==> src/rtl/mem_ctrl.sv <==
// Byte-serial RAM/IO bus controller: arbitrates LSB and icache requests,
// splits 1/2/4-byte accesses into single-byte bus cycles and returns reply pulses.
module mem_ctrl #(
  parameter logic [31:0] IO_ADDR = 32'h0003_0000
) (
  input  logic        clk_in,
  input  logic        rst_in,
  input  logic        rdy_in,
  input  logic        flush_signal,
  input  logic        lsb_query_en,
  input  logic        lsb_query_type,
  input  logic [31:0] lsb_query_addr,
  input  logic [1:0]  lsb_data_width,
  input  logic [31:0] lsb_query_data,
  output logic        lsb_reply_en,
  output logic [31:0] lsb_reply_data,
  input  logic        ic_query_en,
  input  logic [31:0] ic_query_addr,
  output logic        ic_reply_en,
  output logic [31:0] ic_reply_data,
  input  logic [7:0]  mem_din,
  output logic [7:0]  mem_dout,
  output logic [31:0] mem_a,
  output logic        mem_wr,
  input  logic        io_buffer_full
);

  typedef enum logic [1:0] {IDLE, READ, WRITE, COOL} state_t;

  localparam logic OWN_LSB = 1'b0;
  localparam logic OWN_IC  = 1'b1;

  state_t      state_reg, state_next;
  logic        owner_reg, owner_next;
  logic [2:0]  n_reg, n_next;
  logic [2:0]  k_reg, k_next;
  logic [31:0] addr_reg, addr_next;
  logic [31:0] data_reg, data_next;
  logic [31:0] buf_reg, buf_next;
  logic [31:0] mem_a_reg, mem_a_next;
  logic [7:0]  mem_dout_reg, mem_dout_next;
  logic        mem_wr_reg, mem_wr_next;
  logic        lsb_reply_en_reg, lsb_reply_en_next;
  logic [31:0] lsb_reply_data_reg, lsb_reply_data_next;
  logic        ic_reply_en_reg, ic_reply_en_next;
  logic [31:0] ic_reply_data_reg, ic_reply_data_next;

  logic [31:0] cap_word;
  logic [31:0] byte_addr;
  logic [2:0]  lsb_bytes;

  function automatic logic is_io(input logic [31:0] a);
    return (a & IO_ADDR) == IO_ADDR;
  endfunction

  // Byte k-1 arrives on mem_din while k counts the edges spent in READ.
  for (genvar gi = 0; gi < 4; gi++) begin : g_lane
    assign cap_word[8*gi +: 8] = (k_reg == 3'(gi + 1)) ? mem_din : buf_reg[8*gi +: 8];
  end

  assign byte_addr = addr_reg + {29'd0, k_reg};

  always_comb begin
    case (lsb_data_width)
      2'd0:    lsb_bytes = 3'd1;
      2'd1:    lsb_bytes = 3'd2;
      default: lsb_bytes = 3'd4;
    endcase
  end

  always_ff @(posedge clk_in) begin
    if (rst_in) begin
      state_reg          <= IDLE;
      owner_reg          <= OWN_LSB;
      n_reg              <= 3'd0;
      k_reg              <= 3'd0;
      addr_reg           <= 32'd0;
      data_reg           <= 32'd0;
      buf_reg            <= 32'd0;
      mem_a_reg          <= 32'd0;
      mem_dout_reg       <= 8'd0;
      mem_wr_reg         <= 1'b0;
      lsb_reply_en_reg   <= 1'b0;
      lsb_reply_data_reg <= 32'd0;
      ic_reply_en_reg    <= 1'b0;
      ic_reply_data_reg  <= 32'd0;
    end else if (rdy_in) begin
      state_reg          <= state_next;
      owner_reg          <= owner_next;
      n_reg              <= n_next;
      k_reg              <= k_next;
      addr_reg           <= addr_next;
      data_reg           <= data_next;
      buf_reg            <= buf_next;
      mem_a_reg          <= mem_a_next;
      mem_dout_reg       <= mem_dout_next;
      mem_wr_reg         <= mem_wr_next;
      lsb_reply_en_reg   <= lsb_reply_en_next;
      lsb_reply_data_reg <= lsb_reply_data_next;
      ic_reply_en_reg    <= ic_reply_en_next;
      ic_reply_data_reg  <= ic_reply_data_next;
    end
  end

  always_comb begin
    state_next          = state_reg;
    owner_next          = owner_reg;
    n_next              = n_reg;
    k_next              = k_reg;
    addr_next           = addr_reg;
    data_next           = data_reg;
    buf_next            = buf_reg;
    mem_a_next          = mem_a_reg;
    mem_dout_next       = mem_dout_reg;
    mem_wr_next         = mem_wr_reg;
    lsb_reply_en_next   = 1'b0;
    lsb_reply_data_next = lsb_reply_data_reg;
    ic_reply_en_next    = 1'b0;
    ic_reply_data_next  = ic_reply_data_reg;

    case (state_reg)
      IDLE: begin
        if (!flush_signal && lsb_query_en) begin
          owner_next = OWN_LSB;
          addr_next  = lsb_query_addr;
          data_next  = lsb_query_data;
          n_next     = lsb_bytes;
          buf_next   = 32'd0;
          if (lsb_query_type) begin
            state_next = WRITE;
            // First byte goes out on the accept edge unless the IO buffer blocks it.
            if (is_io(lsb_query_addr) && io_buffer_full) begin
              k_next      = 3'd0;
              mem_wr_next = 1'b0;
            end else begin
              mem_a_next    = lsb_query_addr;
              mem_dout_next = lsb_query_data[7:0];
              mem_wr_next   = 1'b1;
              k_next        = 3'd1;
            end
          end else begin
            state_next  = READ;
            mem_a_next  = lsb_query_addr;
            mem_wr_next = 1'b0;
            k_next      = 3'd0;
          end
        end else if (!flush_signal && ic_query_en) begin
          owner_next  = OWN_IC;
          addr_next   = ic_query_addr;
          n_next      = 3'd4;
          buf_next    = 32'd0;
          state_next  = READ;
          mem_a_next  = ic_query_addr;
          mem_wr_next = 1'b0;
          k_next      = 3'd0;
        end
      end

      READ: begin
        buf_next = cap_word;
        if (flush_signal) begin
          state_next = IDLE;
          mem_a_next = 32'd0;
        end else if (k_reg == n_reg) begin
          state_next = COOL;
          mem_a_next = 32'd0;
          if (owner_reg == OWN_IC) begin
            ic_reply_en_next   = 1'b1;
            ic_reply_data_next = cap_word;
          end else begin
            lsb_reply_en_next   = 1'b1;
            lsb_reply_data_next = cap_word;
          end
        end else begin
          if (k_reg + 3'd1 < n_reg)
            mem_a_next = addr_reg + {29'd0, k_reg + 3'd1};
          k_next = k_reg + 3'd1;
        end
      end

      WRITE: begin
        if (k_reg == n_reg) begin
          state_next          = COOL;
          mem_wr_next         = 1'b0;
          mem_a_next          = 32'd0;
          lsb_reply_en_next   = 1'b1;
          lsb_reply_data_next = data_reg;
        end else if (is_io(byte_addr) && io_buffer_full) begin
          mem_wr_next = 1'b0;
        end else begin
          mem_a_next    = byte_addr;
          mem_dout_next = data_reg[{k_reg[1:0], 3'b000} +: 8];
          mem_wr_next   = 1'b1;
          k_next        = k_reg + 3'd1;
        end
      end

      // Requesters still hold query_en during this cycle; ignore them.
      COOL: state_next = IDLE;

      default: state_next = IDLE;
    endcase
  end

  assign mem_a          = mem_a_reg;
  assign mem_dout       = mem_dout_reg;
  assign mem_wr         = mem_wr_reg;
  assign lsb_reply_en   = lsb_reply_en_reg;
  assign lsb_reply_data = lsb_reply_data_reg;
  assign ic_reply_en    = ic_reply_en_reg;
  assign ic_reply_data  = ic_reply_data_reg;

endmodule

==> config.mk <==
export PLATFORM = sky130hd
export DESIGN_NAME = mem_ctrl
export DESIGN_NICKNAME = d
export VERILOG_FILES = /design/src/rtl/mem_ctrl.sv
export SDC_FILE = /design/constraint.sdc
export NUM_CORES = 1
export LEC_CHECK = 0
export CAP_MARGIN = 20
export CORE_AREA = 4 4 213 215
export DETAILED_ROUTE_END_ITERATION = 10
export DIE_AREA = 0 0 217 219
export GPL_ROUTABILITY_DRIVEN = 0
export HOLD_SLACK_MARGIN = 0.1
export PLACE_DENSITY = 0.46
export SYNTH_ARGS = -nofsm -noshare
export SYNTH_HDL_FRONTEND = slang
export SYNTH_SLANG_ARGS = --single-unit
==> constraint.sdc <==
create_clock -name clk_in -period 3.2 [get_ports clk_in]
set_input_delay 0.32 -clock clk_in [delete_from_list [all_inputs] [get_ports clk_in]]
set_output_delay 0.32 -clock clk_in [all_outputs]
set_load 0.03 [all_outputs]
==> metrics.cfg, run 1 <==
[cts]
cts.clk_slew.worst_paths_ns=0.06
cts_tree=built
cts-resized-gates=0
holdBufCountCts=0
max-clock-path-buffers=3
ctsRootBufferMaster=sky130_fd_sc_hd__clkbuf_16
h-tree-depth=1
cts.sinks=212
number_of_buffers_inserted_to_repair_setup_after_cts=0
cts_made_buffers=26
worstSkewPairLatency_ns=0.56

[routing]
post-route-drc-count=0
detail-route-antenna-nets=0
initial_drt_markers=687
wl_per_cell_um=19.5
via_count=10724
drt-vias-per-instance=4.96
drt_first_pass_iters=5
drt_wl_total_um=42200

[critical_path]
timing.critical_path.max_delay_family=adder cells
worst-endpoint-required_ns=3.65
critical_path_arrival_ns=3.37
critPathBufInv=2
endpoint_class_of_the_critical_path=flop
timing_worst_setup_path_type=flop to flop
cpMostUsedCell=sky130_fd_sc_hd__ha_1
critPathMaxFanout=6
ff2ff_setup_slack_ns=0.28
critical_path.max_stage_delay_ns=0.32
cp_cell_sequence=buf_4, ha_1, ha_1, inv_1, ha_1, nor2_1, nor2_1, nand2b_1, o22ai_2, a31oi_1, mux2_2, o41ai_2
cpMaxStageDelayCell=sky130_fd_sc_hd__dfxtp_1
element_type_at_the_critical_path_start=flop

[logic_synthesis]
post_synthesis_cells=1373
synth_seq_area_share_pct=39.4
synth-warning-count=0
synthesis.nets=1507
mappedNetlistArea_um2=10800
ys.flop_type=sky130_fd_sc_hd__dfxtp_1
async_flop_share_pct=0
synth_edf_count=0
post-synth-top-area-cell=sky130_fd_sc_hd__dfxtp_1
synthDominantCellAreaShare_pct=39.4
synth_cell_types=70
yosysMostFrequentCell=sky130_fd_sc_hd__nor2_1
yosys_register_bits=212
synth.top_cells.by_count=288 x sky130_fd_sc_hd__nor2_1, 212 x sky130_fd_sc_hd__dfxtp_1, 147 x sky130_fd_sc_hd__a21oi_1
avgSynthCellArea_um2=7.85
yosys-top-cells-area=sky130_fd_sc_hd__dfxtp_1 39%, sky130_fd_sc_hd__nor2_1 10%, sky130_fd_sc_hd__a21oi_1 6.8%

[power]
share_clk_of_total_power_pct=42.4
power.share.switching_pct=29.3
p_leak_nw=4.91
share_seq_of_total_power_pct=40.5
fin_total_pwr_w=0.00706
p_sw_w=0.00207
internal_power_w=0.00499
worst_ir_drop_vdd_uv=378
pwr-share-comb_pct=17.1
pd_cells_nw_per_um2=483

[floorplan]
std_cell_rows=77
io-pin-count=221
core_um2=43700
die-height_um=219
die-width_um=217
start_util_pct=24.6
die_area_um2=47500

[outcome]
run_status=complete, no violations

[timing]
fin_setup_tns_ns=0
report.final.slew_viol_count=0
finalCriticalPeriod_ns=2.92
final_critical_path_setup_slack_ns=0.284
tightest_slew_ns=0.774
finClkSkew_ns=0.0230
timing.final.hold_violations=0
post-route-period-util_pct=91.1
grt_setup_unrepaired=no
timing.slew.headroom_pct=47.6
timing.final.setup_violations=0
fmax_achieved_mhz=343

[grt]
grt_pass1_wl_um=64400
grt_usage_pct=17.1
largest_net_degree_at_the_start_of_global_routing=129
first_global_vias=10466
grt_remaining_overflow=0
antenna_found_initial=3

[flow_run]
cap_viol_max_count=0

[placement]
preCtsSetupSlack_ns=0.232
hpwlAfterDp_um=31000
io_buffers=220

[finish]
ff_latch_area_um2=4240
areaGrowthSynthToFinish_pct=35.6
multi_input_area_um2=5990
final_nets=1685
final_layout_size_suffix_gt1_share_pct=8.47
utilization_pct=33.4
num-fill-cells=4676

[min_path]
hold_path.class=input pin to flop

[logic make-up (layout without fill, tap and decap cells)]
family          after synthesis  in the layout  synth area share (%)
compound gates              371            371                  22.2
buf+inv                     147            345                  5.55
fa+ha+maj                    20             20                  2.46
mux                          78             78                  8.30
simple gates                540            540                  21.7
other cells                   0              1                     0
xor+xnor                      5              5                 0.406
flops                       212            212                  39.4
[routing by layer]
metal	track usage (%)	up-vias	share of wire [%]
met5	0	-	0.050
met4	4.96	4	3.0
met3	2.67	72	5.0
met2	26.6	311	45
met1	24.6	5111	47
li1	-	5226	-
[per-stage QoR]
| step | hold slack [ns] | cell area [µm²] | std cells |
|---|---|---|---|
| CTS | 0.165 | 14600 | 2163 |
| floorplan | 0.436 | 10800 | 1373 |
| global route | 0.212 | 14600 | 2164 |
| global placement | 0.446 | 13700 | 2115 |
| detailed placement | 0.449 | 13700 | 2115 |
| finish | 0.202 | 14600 | 2164 |
[path summary, 6_finish.rpt]
check / from / endpoint / cells after the start
setup / recovery: k_reg[0] / mem_a[15] / 12
hold / removal: rst_in / n_reg[0] / 2
setup reg to reg: k_reg[0] / mem_a[15] / 12
hold reg to reg: mem_a[8] / mem_a[8] / 2
[power groups by stage]
stage	registers [W]	logic, W	clock network (W)
floorplan	0.00296	0.000602	0
global placement	0.00291	0.00121	0
detailed placement	0.00291	0.00121	0
CTS	0.00285	0.00121	0.00308
global route	0.00287	0.00131	0.00318
finish	0.00286	0.00121	0.00300
[final cells by class]
type,instances,area share [%]
Tap cell,592,5.07
Antenna cell,1,0.0171
Timing Repair Buffer,260,18.0
Multi-Input combinational cell,1014,41.0
Clock buffer,39,5.26
Clock inverter,9,0.727
Sequential cell,212,29.0
Inverter,37,0.950
[cells in the final DEF (no fill, tap or decap), drive strengths merged, types with 10 or more instances in the layout]
cell and instances:
clkdlybuf4s50 219, a31oi 40, mux2i 59, clkbuf 39
nand3 26, mux2 11, o221ai 13, a211oi 67
a21oi 147, dfxtp 212, buf 41, ha 18
nand4 12, o21ai 33, nor2 289, inv 38
nor3 31, o211ai 10, o22ai 12, nand2 129
No activity file was read; power rests on OpenSTA's default activity.
==> run 2, diff against run 1 <==
Settings changed: CORE_AREA 4 4 213 215 to 2 2 155 157, DIE_AREA 0 0 217 219 to 0 0 157 159, PLACE_DENSITY 0.46 to 0.81.
==> run 2 against run 1 <==
Against the previous run:
- worst setup slack got worse by 0.094 ns
- fmax decreased by 3.1%
- via count increased by 3.2%
- total power decreased by 5.1%
- clock power decreased by 11%
- die area decreased by 47%
- critical path depth decreased by 2
- register-to-register slack got worse by 0.09 ns
- largest cell class unchanged
==> metrics.cfg, run 2 (synthesis gave the netlist of run 1 again) <==
[finish]
areaGrowthSynthToFinish_pct=30.3
layout.cells.most_common=sky130_fd_sc_hd__nor2_1
final_nets=1671
multi_input_area_um2=5980
num-fill-cells=1981
utilization_pct=60.5
final_layout_size_suffix_gt1_share_pct=7.66
ff_latch_area_um2=4240
most-common-layout-cells=286 x sky130_fd_sc_hd__nor2_1, 219 x sky130_fd_sc_hd__clkdlybuf4s50_1, 212 x sky130_fd_sc_hd__dfxtp_1

[timing]
timing.final.setup_violations=0
finalCriticalPeriod_ns=3.01
finClkSkew_ns=0.0119
timing.slew.headroom_pct=26.9
grt_setup_unrepaired=no
tightest_slew_ns=1.09
fin_setup_tns_ns=0
post-route-period-util_pct=94.1
fmax_achieved_mhz=332
timing.final.hold_violations=0
report.final.slew_viol_count=0

[floorplan]
die-width_um=157
std_cell_rows=56
core_um2=23200
die_area_um2=25000
start_util_pct=46.5
io-pin-count=221
die-height_um=159

[grt]
antenna_found_initial=2
largest_net_degree_at_the_start_of_global_routing=115
grt_usage_pct=27.6
first_global_vias=10431
grt_pass1_wl_um=55900
grt_remaining_overflow=0

[routing]
post-route-drc-count=0
drt_first_pass_iters=5
via_count=11071
detail-route-antenna-nets=0
wl_per_cell_um=19.0
drt_wl_total_um=35500
drt-vias-per-instance=5.91
initial_drt_markers=1209

[outcome]
run_status=complete, no violations

[critical_path]
critPathMaxFanout=34
endpoint_class_of_the_critical_path=flop
critical_path_arrival_ns=3.38
timing_worst_setup_path_type=flop to flop
element_type_at_the_critical_path_start=flop
worst-endpoint-required_ns=3.57
ff2ff_setup_slack_ns=0.19

[placement]
io_buffers=220
hpwlAfterDp_um=25200

[cts]
cts_tree=built
cts.clk_slew.worst_paths_ns=0.06
ctsRootBufferMaster=sky130_fd_sc_hd__clkbuf_16
cts.sinks=212
worstSkewPairLatency_ns=0.52
cts_made_buffers=23
h-tree-depth=1
max-clock-path-buffers=3
holdBufCountCts=0

[min_path]
hold_path.class=input pin to flop

[flow_run]
cap_viol_max_count=0

[power]
pd_cells_nw_per_um2=477
worst_ir_drop_vdd_uv=337
p_leak_nw=4.81

[run 2: final cells by class]
cell class,count,share of cell area (%)
repair buffers,249,18.0
flip-flops and latches,212,30.2
clock inverters,13,0.873
diodes,2,0.0356
well taps,319,2.84
multi-input cells,1014,42.6
inverters,37,0.989
clock buffers,28,4.52
[run 2: metal layers]
metal  part of all wire (%)  vias to the layer above  track usage (%)  wire, µm
li1                       -                     5192                -         -
met2                     45                      619             42.3     15900
met1                     43                     5160             38.7     15100
met5                      0                        -                0         0
met4                    3.6                        0             10.8      1290
met3                    9.0                      100             4.87      3210
[run 2: where the power goes]
group	internal (W)	switching (W)	leakage, nW
Combinational	0.000478	0.000688	2.70
Clock	0.00157	0.00110	0.385
Sequential	0.00274	0.000111	1.72
Total	0.00479	0.00190	4.81
[run 2: worst paths after layout]
path / startpoint / endpoint / depth (start not counted)
min reg2reg: mem_a[19] / mem_a[19] / 2
min: rst_in / addr_reg[16] / 2
max reg2reg: k_reg[1] / mem_a[24] / 10
max: k_reg[1] / mem_a[24] / 10
[run 2: metrics by stage]
step / power [W] / hold WS (ns) / cells / area [µm²] / setup WS, ns
final: 0.00670 / 0.194 / 1874 / 14000 / 0.190
after global routing: 0.00691 / 0.213 / 1874 / 14000 / 0.0246
after CTS: 0.00669 / 0.181 / 1872 / 14000 / 0.145
after detailed placement: 0.00405 / 0.453 / 1831 / 13300 / 0.176
after global placement: 0.00402 / 0.441 / 1831 / 13300 / 0.324
after floorplan: 0.00357 / 0.436 / 1373 / 10800 / 0.117
[run 2: repair_timing]
| item | CTS | global route |
|---|---|---|
| endpoints found under the setup margin | 0 | 34 |
| gates resized for setup | 0 | 3 |
| setup buffers | 0 | 0 |
[run 2: critical path, cell delays in order (launching register included)]
cell	delay, ns
sky130_fd_sc_hd__dfxtp_1	0.43
sky130_fd_sc_hd__inv_1	0.15
sky130_fd_sc_hd__ha_1	0.38
sky130_fd_sc_hd__ha_1	0.29
sky130_fd_sc_hd__nor2b_1	0.13
sky130_fd_sc_hd__o21a_1	0.16
sky130_fd_sc_hd__o21ai_0	0.48
sky130_fd_sc_hd__o311ai_4	0.22
sky130_fd_sc_hd__buf_12	0.22
sky130_fd_sc_hd__nor4_1	0.33
sky130_fd_sc_hd__nor3_1	0.09
